==> src/rtl/player_pkg.sv <==
// player_pkg: shared types, encodings and helpers for the auto_player song sequencer
package player_pkg;
  typedef enum logic [1:0] {S_IDLE, S_PLAY, S_GAP, S_PAUSED} state_t;
  localparam logic [1:0] TEMPO_1X = 2'b00;
  localparam logic [1:0] TEMPO_2X = 2'b01;
  localparam logic [1:0] TEMPO_HALF = 2'b10;
  localparam logic [1:0] TEMPO_1X_ALT = 2'b11;
  localparam int NOTE_REST = 0;
  function automatic int note_end(input int nw);
    return (1 << nw) - 1;
  endfunction
  function automatic logic [31:0] led_map(input int n, input int led_w);
    return (n >= 1 && n <= led_w) ? (32'd1 << (n - 1)) : 32'd0;
  endfunction
  function automatic int entry_note(input logic [31:0] e, input int nw);
    return int'(e & ((32'd1 << nw) - 32'd1));
  endfunction
  function automatic int entry_dur(input logic [31:0] e, input int nw, input int dw);
    return int'((e >> nw) & ((32'd1 << dw) - 32'd1));
  endfunction
endpackage

==> src/rtl/auto_player_if.sv <==
// auto_player_if: control, song image and playback outputs between library, player and drivers
interface auto_player_if #(
  parameter int SONG_LEN = 64,
  parameter int NOTE_W = 4,
  parameter int DUR_W = 3,
  parameter int LED_W = 7
);
  localparam int E = NOTE_W + DUR_W;
  localparam int PW = $clog2(SONG_LEN);
  logic [1:0] song_select;
  logic [SONG_LEN*E-1:0] song_packed;
  logic start;
  logic pause;
  logic loop_en;
  logic [1:0] tempo;
  logic [NOTE_W-1:0] note_to_play;
  logic [LED_W-1:0] led_out;
  logic playing;
  logic song_done;
  logic [PW-1:0] position;
  modport master (
    output song_select, song_packed, start, pause, loop_en, tempo,
    input note_to_play, led_out, playing, song_done, position
  );
  modport slave (
    input song_select, song_packed, start, pause, loop_en, tempo,
    output note_to_play, led_out, playing, song_done, position
  );
endinterface

==> src/rtl/beat_timer.sv <==
// beat_timer: loadable down-counter that can be frozen and pulses expire on its last counted cycle
module beat_timer #(
  parameter int CW = 8
) (
  input  logic          clk,
  input  logic          rst_n,
  input  logic          i_load,
  input  logic          i_freeze,
  input  logic [CW-1:0] i_val,
  output logic          o_expire
);
  logic [CW-1:0] r_cnt;
  logic          r_run;
  assign o_expire = r_run && !i_freeze && (r_cnt == '0);
  // a load of N gives N counted cycles; frozen cycles do not count
  always_ff @(posedge clk or negedge rst_n)
    if (!rst_n) begin
      r_cnt <= '0;
      r_run <= 1'b0;
    end else if (i_load) begin
      r_cnt <= i_val - CW'(1);
      r_run <= 1'b1;
    end else if (r_run && !i_freeze) begin
      r_run <= r_cnt != '0;
      r_cnt <= (r_cnt == '0) ? r_cnt : r_cnt - CW'(1);
    end
endmodule

==> src/rtl/auto_player.sv <==
// auto_player: steps through a packed song image with tempo, gap, pause, loop and song-change restart
module auto_player import player_pkg::*; #(
  parameter int SONG_LEN = 64,
  parameter int NOTE_W = 4,
  parameter int DUR_W = 3,
  parameter int BEAT_TICKS = 70000000,
  parameter int GAP_TICKS = 0,
  parameter int LED_W = 7
) (
  input logic clk,
  input logic rst_n,
  auto_player_if.slave bus
);
  localparam int E = NOTE_W + DUR_W;
  localparam int PW = $clog2(SONG_LEN);
  localparam longint MAXT = (longint'(1) << DUR_W) * 2 * longint'(BEAT_TICKS);
  localparam int CW = $clog2(MAXT + 1);
  state_t r_state, w_state, r_saved, w_saved;
  logic [PW-1:0] r_pos, w_pos, w_pos_nx;
  logic [NOTE_W-1:0] r_note, w_note, w_n0, w_nc, w_nn;
  logic [LED_W-1:0] r_led, w_led;
  logic r_done, w_done, r_playing;
  logic [1:0] r_sel, w_sel;
  logic [31:0] w_e0, w_ec, w_en;
  logic [CW-1:0] w_beat, w_ld_val;
  logic w_ld, w_go0, w_freeze, w_expire, w_chg, w_ok0, w_last;
  function automatic logic [CW-1:0] len_of(input logic [31:0] e, input logic [CW-1:0] b);
    return CW'(entry_dur(e, NOTE_W, DUR_W) + 1) * b - CW'(GAP_TICKS);
  endfunction
  function automatic logic [LED_W-1:0] led_of(input logic [NOTE_W-1:0] n);
    return LED_W'(led_map(int'(n), LED_W));
  endfunction
  assign w_pos_nx = r_pos + PW'(1);
  assign w_e0 = 32'(bus.song_packed[0 +: E]);
  assign w_ec = 32'(bus.song_packed[r_pos*E +: E]);
  assign w_en = 32'(bus.song_packed[w_pos_nx*E +: E]);
  assign w_n0 = NOTE_W'(entry_note(w_e0, NOTE_W));
  assign w_nc = NOTE_W'(entry_note(w_ec, NOTE_W));
  assign w_nn = NOTE_W'(entry_note(w_en, NOTE_W));
  assign w_ok0 = w_n0 != NOTE_W'(note_end(NOTE_W));
  assign w_last = (r_pos == PW'(SONG_LEN - 1)) || (w_nn == NOTE_W'(note_end(NOTE_W)));
  assign w_chg = bus.song_select != r_sel;
  assign w_beat = (bus.tempo == TEMPO_2X) ? CW'(BEAT_TICKS / 2) :
                  (bus.tempo == TEMPO_HALF) ? CW'(longint'(BEAT_TICKS) * 2) : CW'(BEAT_TICKS);
  assign w_freeze = (r_state == S_PAUSED) || (bus.pause && (r_state == S_PLAY || r_state == S_GAP));
  beat_timer #(.CW(CW)) u_timer (
    .clk(clk),
    .rst_n(rst_n),
    .i_load(w_ld),
    .i_freeze(w_freeze),
    .i_val(w_ld_val),
    .o_expire(w_expire)
  );
  // next state: song change beats pause beats end-of-entry; every path to entry 0 funnels through w_go0
  always_comb begin
    w_state = r_state;
    w_saved = r_saved;
    w_pos = r_pos;
    w_note = r_note;
    w_led = r_led;
    w_done = 1'b0;
    w_ld = 1'b0;
    w_ld_val = CW'(GAP_TICKS);
    w_go0 = 1'b0;
    w_sel = (r_state == S_PAUSED && bus.pause) ? r_sel : bus.song_select;
    case (r_state)
      S_IDLE: w_go0 = bus.start;
      S_PLAY, S_GAP:
        if (w_chg) w_go0 = 1'b1;
        else if (bus.pause) begin
          w_state = S_PAUSED;
          w_saved = r_state;
          w_note = NOTE_W'(NOTE_REST);
        end else if (w_expire && r_state == S_PLAY && GAP_TICKS > 0) begin
          w_state = S_GAP;
          w_note = NOTE_W'(NOTE_REST);
          w_led = '0;
          w_ld = 1'b1;
        end else if (w_expire && w_last) begin
          w_done = 1'b1;
          w_state = S_IDLE;
          w_pos = '0;
          w_note = NOTE_W'(NOTE_REST);
          w_led = '0;
          w_go0 = bus.loop_en;
        end else if (w_expire) begin
          w_state = S_PLAY;
          w_pos = w_pos_nx;
          w_note = w_nn;
          w_led = led_of(w_nn);
          w_ld = 1'b1;
          w_ld_val = len_of(w_en, w_beat);
        end
      S_PAUSED:
        if (!bus.pause && w_chg) w_go0 = 1'b1;
        else if (!bus.pause) begin
          w_state = r_saved;
          w_note = (r_saved == S_PLAY) ? w_nc : NOTE_W'(NOTE_REST);
        end
      default: w_state = S_IDLE;
    endcase
    if (w_go0) begin
      w_pos = '0;
      w_state = w_ok0 ? S_PLAY : S_IDLE;
      w_note = w_ok0 ? w_n0 : NOTE_W'(NOTE_REST);
      w_led = w_ok0 ? led_of(w_n0) : '0;
      w_done = w_done || !w_ok0;
      w_ld = w_ok0;
      w_ld_val = len_of(w_e0, w_beat);
    end
  end
  // state and registered outputs
  always_ff @(posedge clk or negedge rst_n)
    if (!rst_n) begin
      r_state <= S_IDLE;
      r_saved <= S_IDLE;
      r_pos <= '0;
      r_note <= '0;
      r_led <= '0;
      r_done <= 1'b0;
      r_playing <= 1'b0;
      r_sel <= '0;
    end else begin
      r_state <= w_state;
      r_saved <= w_saved;
      r_pos <= w_pos;
      r_note <= w_note;
      r_led <= w_led;
      r_done <= w_done;
      r_playing <= w_state != S_IDLE;
      r_sel <= w_sel;
    end
  assign bus.note_to_play = r_note;
  assign bus.led_out = r_led;
  assign bus.song_done = r_done;
  assign bus.playing = r_playing;
  assign bus.position = r_pos;
endmodule

==> src/flat_wrapper.sv <==
// flat-port wrapper written by rule: the top's interface ports become plain ports
module auto_player_flat import player_pkg::*;
#(
  parameter int SONG_LEN = 64,
  parameter int NOTE_W = 4,
  parameter int DUR_W = 3,
  parameter int BEAT_TICKS = 70000000,
  parameter int GAP_TICKS = 0,
  parameter int LED_W = 7
)
  (clk, rst_n, bus_song_select, bus_song_packed, bus_start, bus_pause, bus_loop_en, bus_tempo, bus_note_to_play, bus_led_out, bus_playing, bus_song_done, bus_position);
  auto_player_if #(.SONG_LEN(SONG_LEN), .NOTE_W(NOTE_W), .DUR_W(DUR_W), .LED_W(LED_W)) bus_i ();
  input logic clk;
  input logic rst_n;
  input wire logic [$bits(bus_i.song_select)-1:0] bus_song_select;
  input wire logic [$bits(bus_i.song_packed)-1:0] bus_song_packed;
  input wire logic [$bits(bus_i.start)-1:0] bus_start;
  input wire logic [$bits(bus_i.pause)-1:0] bus_pause;
  input wire logic [$bits(bus_i.loop_en)-1:0] bus_loop_en;
  input wire logic [$bits(bus_i.tempo)-1:0] bus_tempo;
  output wire logic [$bits(bus_i.note_to_play)-1:0] bus_note_to_play;
  output wire logic [$bits(bus_i.led_out)-1:0] bus_led_out;
  output wire logic [$bits(bus_i.playing)-1:0] bus_playing;
  output wire logic [$bits(bus_i.song_done)-1:0] bus_song_done;
  output wire logic [$bits(bus_i.position)-1:0] bus_position;
  assign bus_i.song_select = bus_song_select;
  assign bus_i.song_packed = bus_song_packed;
  assign bus_i.start = bus_start;
  assign bus_i.pause = bus_pause;
  assign bus_i.loop_en = bus_loop_en;
  assign bus_i.tempo = bus_tempo;
  assign bus_note_to_play = bus_i.note_to_play;
  assign bus_led_out = bus_i.led_out;
  assign bus_playing = bus_i.playing;
  assign bus_song_done = bus_i.song_done;
  assign bus_position = bus_i.position;
  auto_player #(.SONG_LEN(SONG_LEN), .NOTE_W(NOTE_W), .DUR_W(DUR_W), .BEAT_TICKS(BEAT_TICKS), .GAP_TICKS(GAP_TICKS), .LED_W(LED_W)) u_core (.clk(clk), .rst_n(rst_n), .bus(bus_i));
endmodule
==> config.mk <==
export PLATFORM = sky130hd
export DESIGN_NAME = auto_player_flat
export DESIGN_NICKNAME = d
export VERILOG_FILES = /design/src/rtl/player_pkg.sv /design/src/rtl/auto_player_if.sv /design/src/rtl/beat_timer.sv /design/src/rtl/auto_player.sv /design/src/flat_wrapper.sv
export SDC_FILE = /design/constraint.sdc
export NUM_CORES = 1
export LEC_CHECK = 0
export ABC_AREA = 1
export BUFFER_PORTS_ARGS = -buffer_cell sky130_fd_sc_hd__buf_4
export CAP_MARGIN = 5
export CELL_PAD_IN_SITES_DETAIL_PLACEMENT = 1
export CELL_PAD_IN_SITES_GLOBAL_PLACEMENT = 1
export CORE_AREA = 2 2 190 267
export CTS_CLUSTER_SIZE = 40
export DETAILED_ROUTE_END_ITERATION = 10
export DIE_AREA = 0 0 192 269
export GPL_TIMING_DRIVEN = 0
export PLACE_DENSITY_LB_ADDON = 0.1
export SLEW_MARGIN = 20
export SYNTH_ARGS = -nofsm -noshare
export SYNTH_HDL_FRONTEND = slang
export SYNTH_HIERARCHICAL = 1
export SYNTH_SLANG_ARGS = --single-unit
==> constraint.sdc <==
create_clock -name clk -period 5.81 [get_ports clk]
set_input_delay 0.581 -clock clk [delete_from_list [all_inputs] [get_ports clk]]
set_output_delay 0.581 -clock clk [all_outputs]
set_load 0.05 [all_outputs]
Word level (Yosys, flattened, before mapping) --
Cells that the tools add are included.
Cells by class: $add $sub $neg 7, $mul 4, order comparisons 4, equal/unequal tests 17, shifts and indexed selects 4, multiplexer cells 63, bitwise operators 1, reduce and logical (&&, ||, !) cells 28
Operator list (count):
- 448-bit by 10-bit variable part select with 4-bit output | 1
- 448-bit by 10-bit variable part select with 7-bit output | 1
- 31-bit two-way mux | 10
- 1-bit by 32-bit << shifter with 7-bit output, first input constant | 2
- 7-bit two-way mux | 9
- 31-bit by 31-bit multiplier with 31-bit output | 2
- 31-bit by 1-bit subtractor with 31-bit output, second input constant | 2
- 4-bit two-way mux | 9
- 6-bit two-way mux | 6
- 31-bit zero test | 1
- 31-bit nonzero test | 1
- 28-bit two-way mux | 1
- 6-bit by 3-bit multiplier with 9-bit output, second input constant | 2
- 1-bit two-way mux | 18
- 2-bit two-way mux | 7
- 4-bit by 1-bit subtractor with 5-bit output, second input constant | 2
- 3-bit by 2-bit inequality test with 1-bit output, second input constant | 3
- 3-bit by 1-bit adder with 4-bit output, second input constant | 2
- 4-bit by 1-bit greater-or-equal comparator with 1-bit output, second input constant | 2
- 4-bit by 3-bit <= comparator with 1-bit output, second input constant | 2
- 1-bit logical AND | 8
- 4-bit case mux with 2 select lines | 1
- 6-bit by 1-bit adder with 6-bit output, second input constant | 1
- 2-bit by 1-bit equality test with 1-bit output, second input constant | 3
- other kinds (20) | 32
Storage, ports and cells: register bits after elaboration 57

Logic depth before layout (Yosys ltp) --
Gate-level depths: netlist of the first run.
depth after elaboration 15, mapped depth 45, depth with buffers taken out 42

Hierarchy --
Netlist of the first run, hierarchy kept.
By module, submodules not included:
- auto_player | times used 1, cells each 2231, area an instance 12629.6 um^2, sequential area each 625.6 um^2
- beat_timer | times used 1, cells each 510, area an instance 2957.8 um^2, sequential area each 800.8 um^2

Worst setup path after synthesis of the first run --
OpenSTA, ideal clock, no wires.
kind reg2reg, from register u_core.r_pos[1], in the netlist u_core/bus.position[1], to register u_core.u_timer.r_cnt[30], setup time 0.117 ns, data arrival time 6.392 ns, path slack -0.699 ns, cell stages (with the launch flop) 40, cell sequence dfrtp_1 > ha_1 > xor2_2 > buf_4 > buf_4 > buf_2 > o221ai_1 > nand3_1 > o21ai_1 > o211ai_1 > nand2_1 > ha_1 > xnor2_2 > nor2_2 > xnor2_1 > inv_1 > ha_1 > fa_1 > [4 not listed] > a21oi_1 > inv_1 > a21oi_1 > o31ai_1 > xor2_1 > o22ai_2 > inv_1 > nand2_1 > nand2_1 > nand2_1 > nor2_1 > nand2_1 > nor2_1 > nand2_1 > nand2_1 > nand2_1 > nand2_1 > nand2_1
On the way: longest elaborated chain between the ends 13, elaborated cells on any way between the ends 29, those cells by class add/sub (3); mul (2); eq/ne (3); shift (1); mux (16); reduce/logical (4)
RTL lines:
- start, declared | RTL line auto_player.sv:19 | logic [PW-1:0] r_pos, w_pos, w_pos_nx;
- start signal, assigned | RTL line auto_player.sv:126 | r_pos <= w_pos;
- 6-bit by 1-bit adder with 6-bit output | RTL line auto_player.sv:33 | assign w_pos_nx = r_pos + PW'(1);
- 6-bit by 3-bit multiplier with 9-bit output | RTL line auto_player.sv:36 | assign w_en = 32'(bus.song_packed[w_pos_nx*E +: E]);
- 448-bit by 10-bit variable part select with 7-bit output | RTL line auto_player.sv:36
- 3-bit by 1-bit adder with 4-bit output / 4-bit equality test (equally long branches) | RTL line auto_player.sv:28, auto_player.sv:41
- 31-bit by 31-bit multiplier with 31-bit output / 1-bit logical OR (equally long branches) | RTL line auto_player.sv:28, auto_player.sv:41
- 31-bit two-way mux / 1-bit logical AND (equally long branches) | RTL line auto_player.sv:86, auto_player.sv:79
- 31-bit two-way mux / 1-bit two-way mux (equally long branches) | RTL line auto_player.sv:79 | end else if (w_expire && w_last) begin
- 31-bit two-way mux / 1-bit two-way mux (equally long branches) | RTL line auto_player.sv:70 | else if (bus.pause) begin
- 31-bit two-way mux / 1-bit two-way mux (equally long branches) | RTL line auto_player.sv:69 | if (w_chg) w_go0 = 1'b1;
- 31-bit two-way mux / 1-bit case mux with 3 select lines (equally long branches) | RTL line auto_player.sv:66 | case (r_state)
- 31-bit two-way mux * | RTL line auto_player.sv:102 | if (w_go0) begin
- net u_core.w_ld_val[27] | RTL line auto_player.sv:25 | logic [CW-1:0] w_beat, w_ld_val;
- 31-bit by 1-bit subtractor with 31-bit output * | RTL line beat_timer.sv:21 | r_cnt <= i_val - CW'(1);
- 31-bit two-way mux * | RTL line beat_timer.sv:20 | end else if (i_load) begin
- end signal, assigned | RTL line beat_timer.sv:21
- end signal, assigned | RTL line beat_timer.sv:25 | r_cnt <= (r_cnt == '0) ? r_cnt : r_cnt - CW'(1);
- end, declared | RTL line beat_timer.sv:12 | logic [CW-1:0] r_cnt;
Mark *: on every way through the listed nets, which the timed path passes. The rest lies on a longest branch. A chain may end at the register's enable or synchronous reset.

Worst setup path after layout of the first run --
Ends and elaborated chain as after synthesis.

==> summary.md, run 1 <==
| Metric | Value |
|---|---|
| Status | `finished, violations left` |
| Failing checks | `negative setup slack` |
| TritonCTS Sinks | `57` |
| Die span in x | `~190 um` |
| Synth Flop Type | `dfrtp_1` |
| Die height | `269 um` |
| Type of the most critical hold path | `input pin to asynchronous set/reset pin` |
| Synth unique cells | `53` |
| Lkg Pwr | `11.2 nW` |
| Largest net degree at the start of global routing | `58` |
| Initial antenna violation count | `11` |
| Tcrit/Tclk final | `1.12` |
| Multi-input gate area | `approximately 13000 um2` |
| Drt drc | `0` |
| CP delay by family, top | `adder cells` |
| CP most frequent cell | `nand2_1` |
| Dpl cell area | `20200 um2` |
| Design area | `23000 um2` |
| Worst vdd ir | `0.000383 V` |
| Req. time, crit path | `around 6 ns` |
| CP Class | `register to register` |
| Clock Skew | `0.0141 ns` |
| Clk_lat worst skew | `roughly 0.34 ns` |
| Placeable Area | `49500 um2` |
| Final Hold Viols | `0` |
| Final setup vio count | `20` |
| Layout cells sized above 1 | `0.307` |
| Post-synth EDFFs | `0` |
| Die Footprint | `approximately 52000 um2` |
| Synth Area per Inst | `5.69 um2` |
| Initial Util | `0.315` |
| Pwr/cell area | `270 nW/um2` |
| Vias in the first global route | `between 20k and 25k` |
| CTS root buf | `clkbuf_16` |
| Min Tclk post-route | `approximately 6.5 ns` |
| WL/cell | `27.3 um` |
| Max-Cap Viols | `0` |
| Final wirelength | `roughly 110000 um` |
| Final setup margin | `-0.688 ns` |
| P&R area growth vs syn | `47.5%` |
| DPL Wire Length | `about 84000 um` |
| Total GRT Usage | `0.394` |
| Post-Syn Area | `15600 um2` |
| GRT overflow | `0` |
| Place WS | `-1.74 ns` |
| Leading cell types in the layout, fill and taps excluded | `buf_4, nand2_1, nor2_1` |
| RSZ-0062 raised after global routing | `true` |
| Total Power | `6.20 mW` |
| Clock-pin slew of the registers on the worst-case setup and hold paths | `0.06 ns` |
| Final antenna-violating net count | `0` |
| Deepest clock path buffer count | `2` |
| Seq/Total Area, Yosys | `0.0915` |
| Critical Path Slowest Stage Cell | `fa_2` |
| Cells after synthesis | `roughly 2.7k` |
| Final nets | `3892` |
| FMAX | `0.154 GHz` |
| Setup crit end kind | `register` |
| FF+latch count, synth | `57` |
| Rows | `97` |
| Reg area | `between 1000 and 1500 um2` |
| CTS tree | `done` |
| Fillers | `6654` |
| Max incr delay on CP | `0.60 ns` |
| WP buf/inv | `6` |
| Total CTS buffers | `9` |
| Crit path max fanout | `10` |
| # IOs | `between 400 and 500` |
| Ys async rst share | `1.00` |
| Initial DRC Count | `about 1.8k` |
| Slew Limit Headroom | `0.370` |
| Vias/cell | `5.86` |
| Via count | `about 23k` |
| Hold Buf Count CTS | `0` |
| Most common cell after layout, fill and taps aside | `buf_4` |
| CP Launch Type | `register` |
| CP Data Arrival Time | `between 6 and 7 ns` |
| Synth Warn # | `6` |
| Initial DRT Pass Iterations | `5` |
| Worst Tran Pin Value | `0.944 ns` |
| Gpl congestion | `1.04` |
| Max-slew violation count | `0` |
| Global-route wire length before repair | `151000 um` |
| H-Tree Level Count | `3` |
| Port buffer count | `between 400 and 500` |
==> power by group <==
| group | total (mW) | internal [mW] | switching [mW] |
|---|---|---|---|
| sequential | 0.666 | 0.560 | 0.106 |
| combinational | 4.99 | 1.82 | 3.17 |
| clock | 0.541 | 0.354 | 0.187 |
| total | 6.20 | 2.74 | 3.46 |
==> worst paths after layout <==
path	start	to	cells after the start	slack, ns
setup / recovery	u_core/bus.position[1]	u_core/u_timer/r_cnt[30]	36	-0.69
hold / removal	rst_n	u_core/u_timer/r_cnt[14]	1	0.32
setup reg to reg	u_core/bus.position[1]	u_core/u_timer/r_cnt[30]	36	-0.69
hold reg to reg	u_core/u_timer/r_cnt[19]	u_core/u_timer/r_cnt[19]	2	0.48
max in group asynchronous	rst_n	u_core/bus.position[0]	1	4.89
min in group clk	bus_song_select[0]	u_core/r_sel[0]	3	0.48
==> layout make-up <==
type,count,area share
Multi-Input combinational cell,2195,0.582
Sequential cell,57,0.0623
Clock buffer,13,0.0113
Antenna cell,8,0.000871
Timing Repair Buffer,566,0.191
Clock inverter,3,0.00174
Tap cell,643,0.0350
Inverter,320,0.0533
Buffer,168,0.0629
==> sequential cells by signal (all words and copies together), names as in the netlist <==
register                 count
u_core/u_timer/r_run         1
u_core/bus.led_out           7
u_core/bus.playing           1
u_core/r_sel                 2
u_core/r_state               2
u_core/bus.song_done         1
u_core/r_saved               2
u_core/bus.note_to_play      4
u_core/u_timer/r_cnt        31
u_core/bus.position          6
==> kinds of logic (layout without fill, tap and decap cells) <==
kind of cell               after synthesis  after routing  share of synthesized area
and+or+nand+nor                       1343           1343                      0.367
AOI/OAI and AO/OA                      663            663                      0.256
buffers and inverters                  496           1070                      0.137
adders and majority gates              118            118                      0.110
xor gates and xnor gates                63             63                     0.0373
DFF                                     57             57                     0.0915
other                                    1             16                   0.000241
==> synth_stat cells, types with 32 or more instances <==
cell type / number / share of area
a21oi_1: 123 / 0.039
o211ai_1: 99 / 0.048
ha_1: 86 / 0.069
o21ai_0: 303 / 0.097
o221ai_1: 38 / 0.021
nand2_1: 571 / 0.14
dfrtp_1: 57 / 0.092
nor2_1: 375 / 0.090
fa_1: 32 / 0.041
buf_2: 79 / 0.025
inv_1: 305 / 0.073
clkbuf_1: 55 / 0.013
nand3_1: 305 / 0.098
xor2_1: 37 / 0.021
==> through the flow <==
| step | TNS, ns | std cells | util | hold WS, ns |
|---|---|---|---|---|
| detailed placement | -27.29 | 3866 | 0.409 | 0.473 |
| global route | -13.13 | 3972 | 0.464 | 0.393 |
| CTS | -4.18 | 3933 | 0.444 | 0.359 |
| floorplan | 0 | 2748 | - | 0.285 |
| finish | -8.67 | 3973 | 0.464 | 0.321 |
| global placement | -24.89 | 3866 | 0.409 | 0.464 |
==> routing by layer <==
metal	vias up	part of all wire	global-route usage
met3	467	0.079	0.0689
met1	11200	0.35	0.428
met5	-	0.00024	0
met4	4	0.083	0.259
met2	1311	0.49	0.699
li1	10300	-	-
==> repair_timing <==
action,4_1_cts,5_1_grt
setup buffers,57,31
hold endpoints to repair,0,0
cloned,0,4
pin swaps,92,146
gates resized for setup,303,185
endpoints found under the setup margin,24,23
Power figures use the tool's default switching activity.
==> run 2: changes to the inputs <==
- CORE_AREA: 2 2 190 267 -> 2 2 186 261
- DIE_AREA: 0 0 192 269 -> 0 0 188 263
- REMOVE_ABC_BUFFERS: not set -> 1
- SYNTH_HIERARCHICAL: 1 -> not set
==> run 2 against run 1 <==
Effect of this change: the run still ends with negative setup slack left; routed wire length down 12%; hold slack lost 0.0058 ns; maximum frequency is 1.3% lower; register-to-register slack worse by 0.09 ns; sequential share of layout area grew 0.26 points; core utilization is 0.87 points higher; combinational power grew 4.2%; synthesized cell count shrank 2.4%; die area shrank 4.3%; total power increased by 3.8%; final cell count decreased by 5.2%.
==> summary.md, run 2 <==
| Metric | Value |
|---|---|
| CP Data Arrival Time | `6.81 ns` |
| Largest net degree at the start of global routing | `158` |
| CP most frequent cell | `nand2_1` |
| Max FFs per register | `31` |
| Vias in the first global route | `approximately 23k` |
| CP Launch Type | `register` |
| Yosys top cell area share | `0.131` |
| Slew Limit Headroom | `0.424` |
| Synth unique cells | `51` |
| Main area contributors after synthesis | `o21ai_0, nor2_1, nand2_1` |
| Leading cell types in the layout, fill and taps excluded | `buf_4, nor2_1, nand2_1` |
| Multi-input gate area | `13300 um2` |
| Global-route wire length before repair | `138000 um` |
| Final Hold Viols | `0` |
| FF+latch count, synth | `57` |
| Max-slew violation count | `0` |
| CTS tree | `done` |
| Synth Area in Simple Gates | `0.370` |
| Final antenna-violating net count | `0` |
| Via count | `21.7k` |
| Port buffer count | `475` |
| Gpl congestion | `1.00` |
| Clk_lat worst skew | `roughly 0.34 ns` |
| Initial DRT Pass Iterations | `5` |
| Ys async rst share | `1.00` |
| Clock Skew | `0.00690 ns` |
| TritonCTS Sinks | `57` |
| Worst Tran Pin Value | `around 0.86 ns` |
| Synth Warn # | `0` |
| Lkg Pwr | `10.5 nW` |
| H-Tree Level Count | `3` |
| Initial Util | `0.319` |
| Final nets | `3700` |
| Final wirelength | `roughly 96000 um` |
| Hold slack | `between 0.3 and 0.4 ns` |
| Worst vdd ir | `0.000315 V` |
| Req. time, crit path | `6.04 ns` |
| CTS root buf | `clkbuf_16` |
| RSZ-0062 raised after global routing | `true` |
| Vias/cell | `5.77` |
| P&R area growth vs syn | `48.3%` |
| Largest Register | `u_core.u_timer.r_cnt` |
| Total GRT Usage | `0.360` |
| Most frequent cell after synthesis | `nor2_1` |
| Placed insts | `3618` |
| DPL Wire Length | `67700 um` |
| Final setup margin | `-0.773 ns` |
| Pwr/cell area | `290 nW/um2` |
| Critical Path Slowest Stage Cell | `dfrtp_4` |
| CP Class | `register to register` |
| Failing checks | `negative setup slack` |
| Placeable Area | `46900 um2` |
| Largest family of logic cells by synthesized area | `simple AND/OR/NAND/NOR gates` |
| Die Footprint | `slightly below 50000 um2` |
| Finished Layout Cells | `3765` |
| Clock-pin slew of the registers on the worst-case setup and hold paths | `0.06 ns` |
| Post-synth EDFFs | `0` |
| Hold Buf Count CTS | `0` |
| Max incr delay on CP | `~0.5 ns` |
| FMAX | `around 0.15 GHz` |
| Status | `finished, violations left` |
| Synth Area in XOR/XNOR | `0.0354` |
| Synth Area per Inst | `5.60 um2` |
| Worst r2r src | `u_core.bus.position[0]` |
| Deepest clock path buffer count | `2` |
| Top cells by count, synth | `nor2_1, nand2_1, o21ai_0, nand3_1, inv_1` |
| Reg area | `1440 um2` |
| Worst setup path start | `u_core.bus.position[0]` |
| Mux cell area share after synthesis | `0.00226` |
| # IOs | `between 400 and 500` |
| Min Tclk post-route | `6.58 ns` |
| Type of the most critical hold path | `input pin to asynchronous set/reset pin` |
| Die height | `263 um` |
| Synth Area in Compound Gates | `0.272` |
| Seq/Total Area, Yosys | `0.0953` |
| Synth Flop Type | `dfrtp_1` |
| Post-Synth Adder-Cell Area | `0.116` |
| WL/cell | `25.4 um` |
| GRT overflow | `0` |
| Max-Cap Viols | `0` |
| Rows | `between 90 and 100` |
| Crit path max fanout | `7` |
| Post-synth top area cell | `o21ai_0` |
| Tcrit/Tclk final | `1.13` |
| Fillers | `a little over 6k` |
| Final setup vio count | `19` |
| Cells after synthesis | `2674` |
| Die span in x | `roughly 190 um` |
| Initial DRC Count | `1465` |
| Total CTS buffers | `9` |
| Setup crit end kind | `register` |
| Layout cells sized above 1 | `0.294` |
| Post-Syn Area | `15000 um2` |
| Drt drc | `0` |
| Most common cell after layout, fill and taps aside | `buf_4` |
| Initial antenna violation count | `11` |
## run 2: cell types whose count changed after synthesis, moves of 40 or more
cell	previous run	this run
o21ai_0	303	391
nand3_1	305	265
nor2_1	375	505
nand2_1	571	489
inv_1	305	215
o211ai_1	99	54
o221ai_1	38	78
## run 2: power by group
group          total (mW)  internal [mW]  leakage [nW]  switching [mW]
combinational        5.20           1.77          9.65            3.43
clock               0.515          0.312         0.133           0.203
sequential          0.720          0.578         0.699           0.142
## run 2: worst max-delay path: cells and delay by family, from the launching register on
family / cells / cell delay (ns)
buffers and inverters: 9 / 1.11
AND/OR/NAND/NOR: 18 / 1.58
AO/OA/AOI/OAI: 9 / 1.40
adder cells (fa/ha/maj): 5 / 1.29
flip-flops: 1 / 0.50
XOR/XNOR: 3 / 0.49
## run 2: final cells by class
type | instances | share of cell area
Sequential cell | 57 | 0.0649
Tap cell | 624 | 0.0352
Inverter | 225 | 0.0411
Antenna cell | 12 | 0.00135
Timing Repair Buffer | 608 | 0.243
Clock inverter | 2 | 0.000564
Timing Repair inverter | 5 | 0.00237
Clock buffer | 14 | 0.0119
Multi-Input combinational cell | 2218 | 0.600
## run 2: cell families (layout without fill, tap and decap cells)
family                     count (synthesis)  in the layout
xor gates and xnor gates                  58             58
and+or+nand+nor                         1331           1331
other                                      0             12
DFF                                       57             57
muxes                                      3              3
adders and majority gates                119            119
buffers and inverters                    399            854
AOI/OAI and AO/OA                        707            707
## run 2: stage by stage
stage               total power [mW]  cell area (um2)  worst slack (ns)  setup TNS (ns)  utilization
finish                          6.43            22200            -0.773          -11.10        0.473
floorplan                       3.18            14200            -13.34         -631.21            -
global route                    6.88            22200             -1.01          -14.61        0.473
global placement                4.50            18500            -24.42        -1206.65        0.395
detailed placement              4.63            19100             -3.34          -88.03        0.406
CTS                             5.82            21200            -0.634           -9.00        0.451
## run 2: final timing paths
path	slack, ns	cells past startpoint	endpoint
max in group asynchronous	4.79	1	u_core.bus.position[1]
min in group clk	0.49	2	u_core.r_sel[1]
worst min-delay path	0.32	1	u_core.u_timer.r_cnt[25]
worst min register to register	0.51	2	u_core.u_timer.r_cnt[30]
worst max-delay path	-0.77	44	u_core.u_timer.r_cnt[29]
worst max register to register	-0.77	44	u_core.u_timer.r_cnt[29]
## run 2: what timing repair did
action / 4_1_cts / 5_1_grt
pin swaps: 83 / 111
setup endpoints to repair: 49 / 25
buffers inserted: 70 / 30
resized for setup: 211 / 192
gates cloned: 16 / 5
## run 2: layer usage
| metal | vias up | part of all wire | global-route usage | routed length, um |
|---|---|---|---|---|
| met4 | 2 | 0.062 | 0.180 | 5900 |
| met3 | 272 | 0.061 | 0.0561 | 5860 |
| met2 | 815 | 0.51 | 0.664 | 48800 |
| met1 | 10600 | 0.37 | 0.395 | 34900 |
| li1 | 10000 | - | - | - |
| met5 | - | 0.00013 | 0 | 12 |
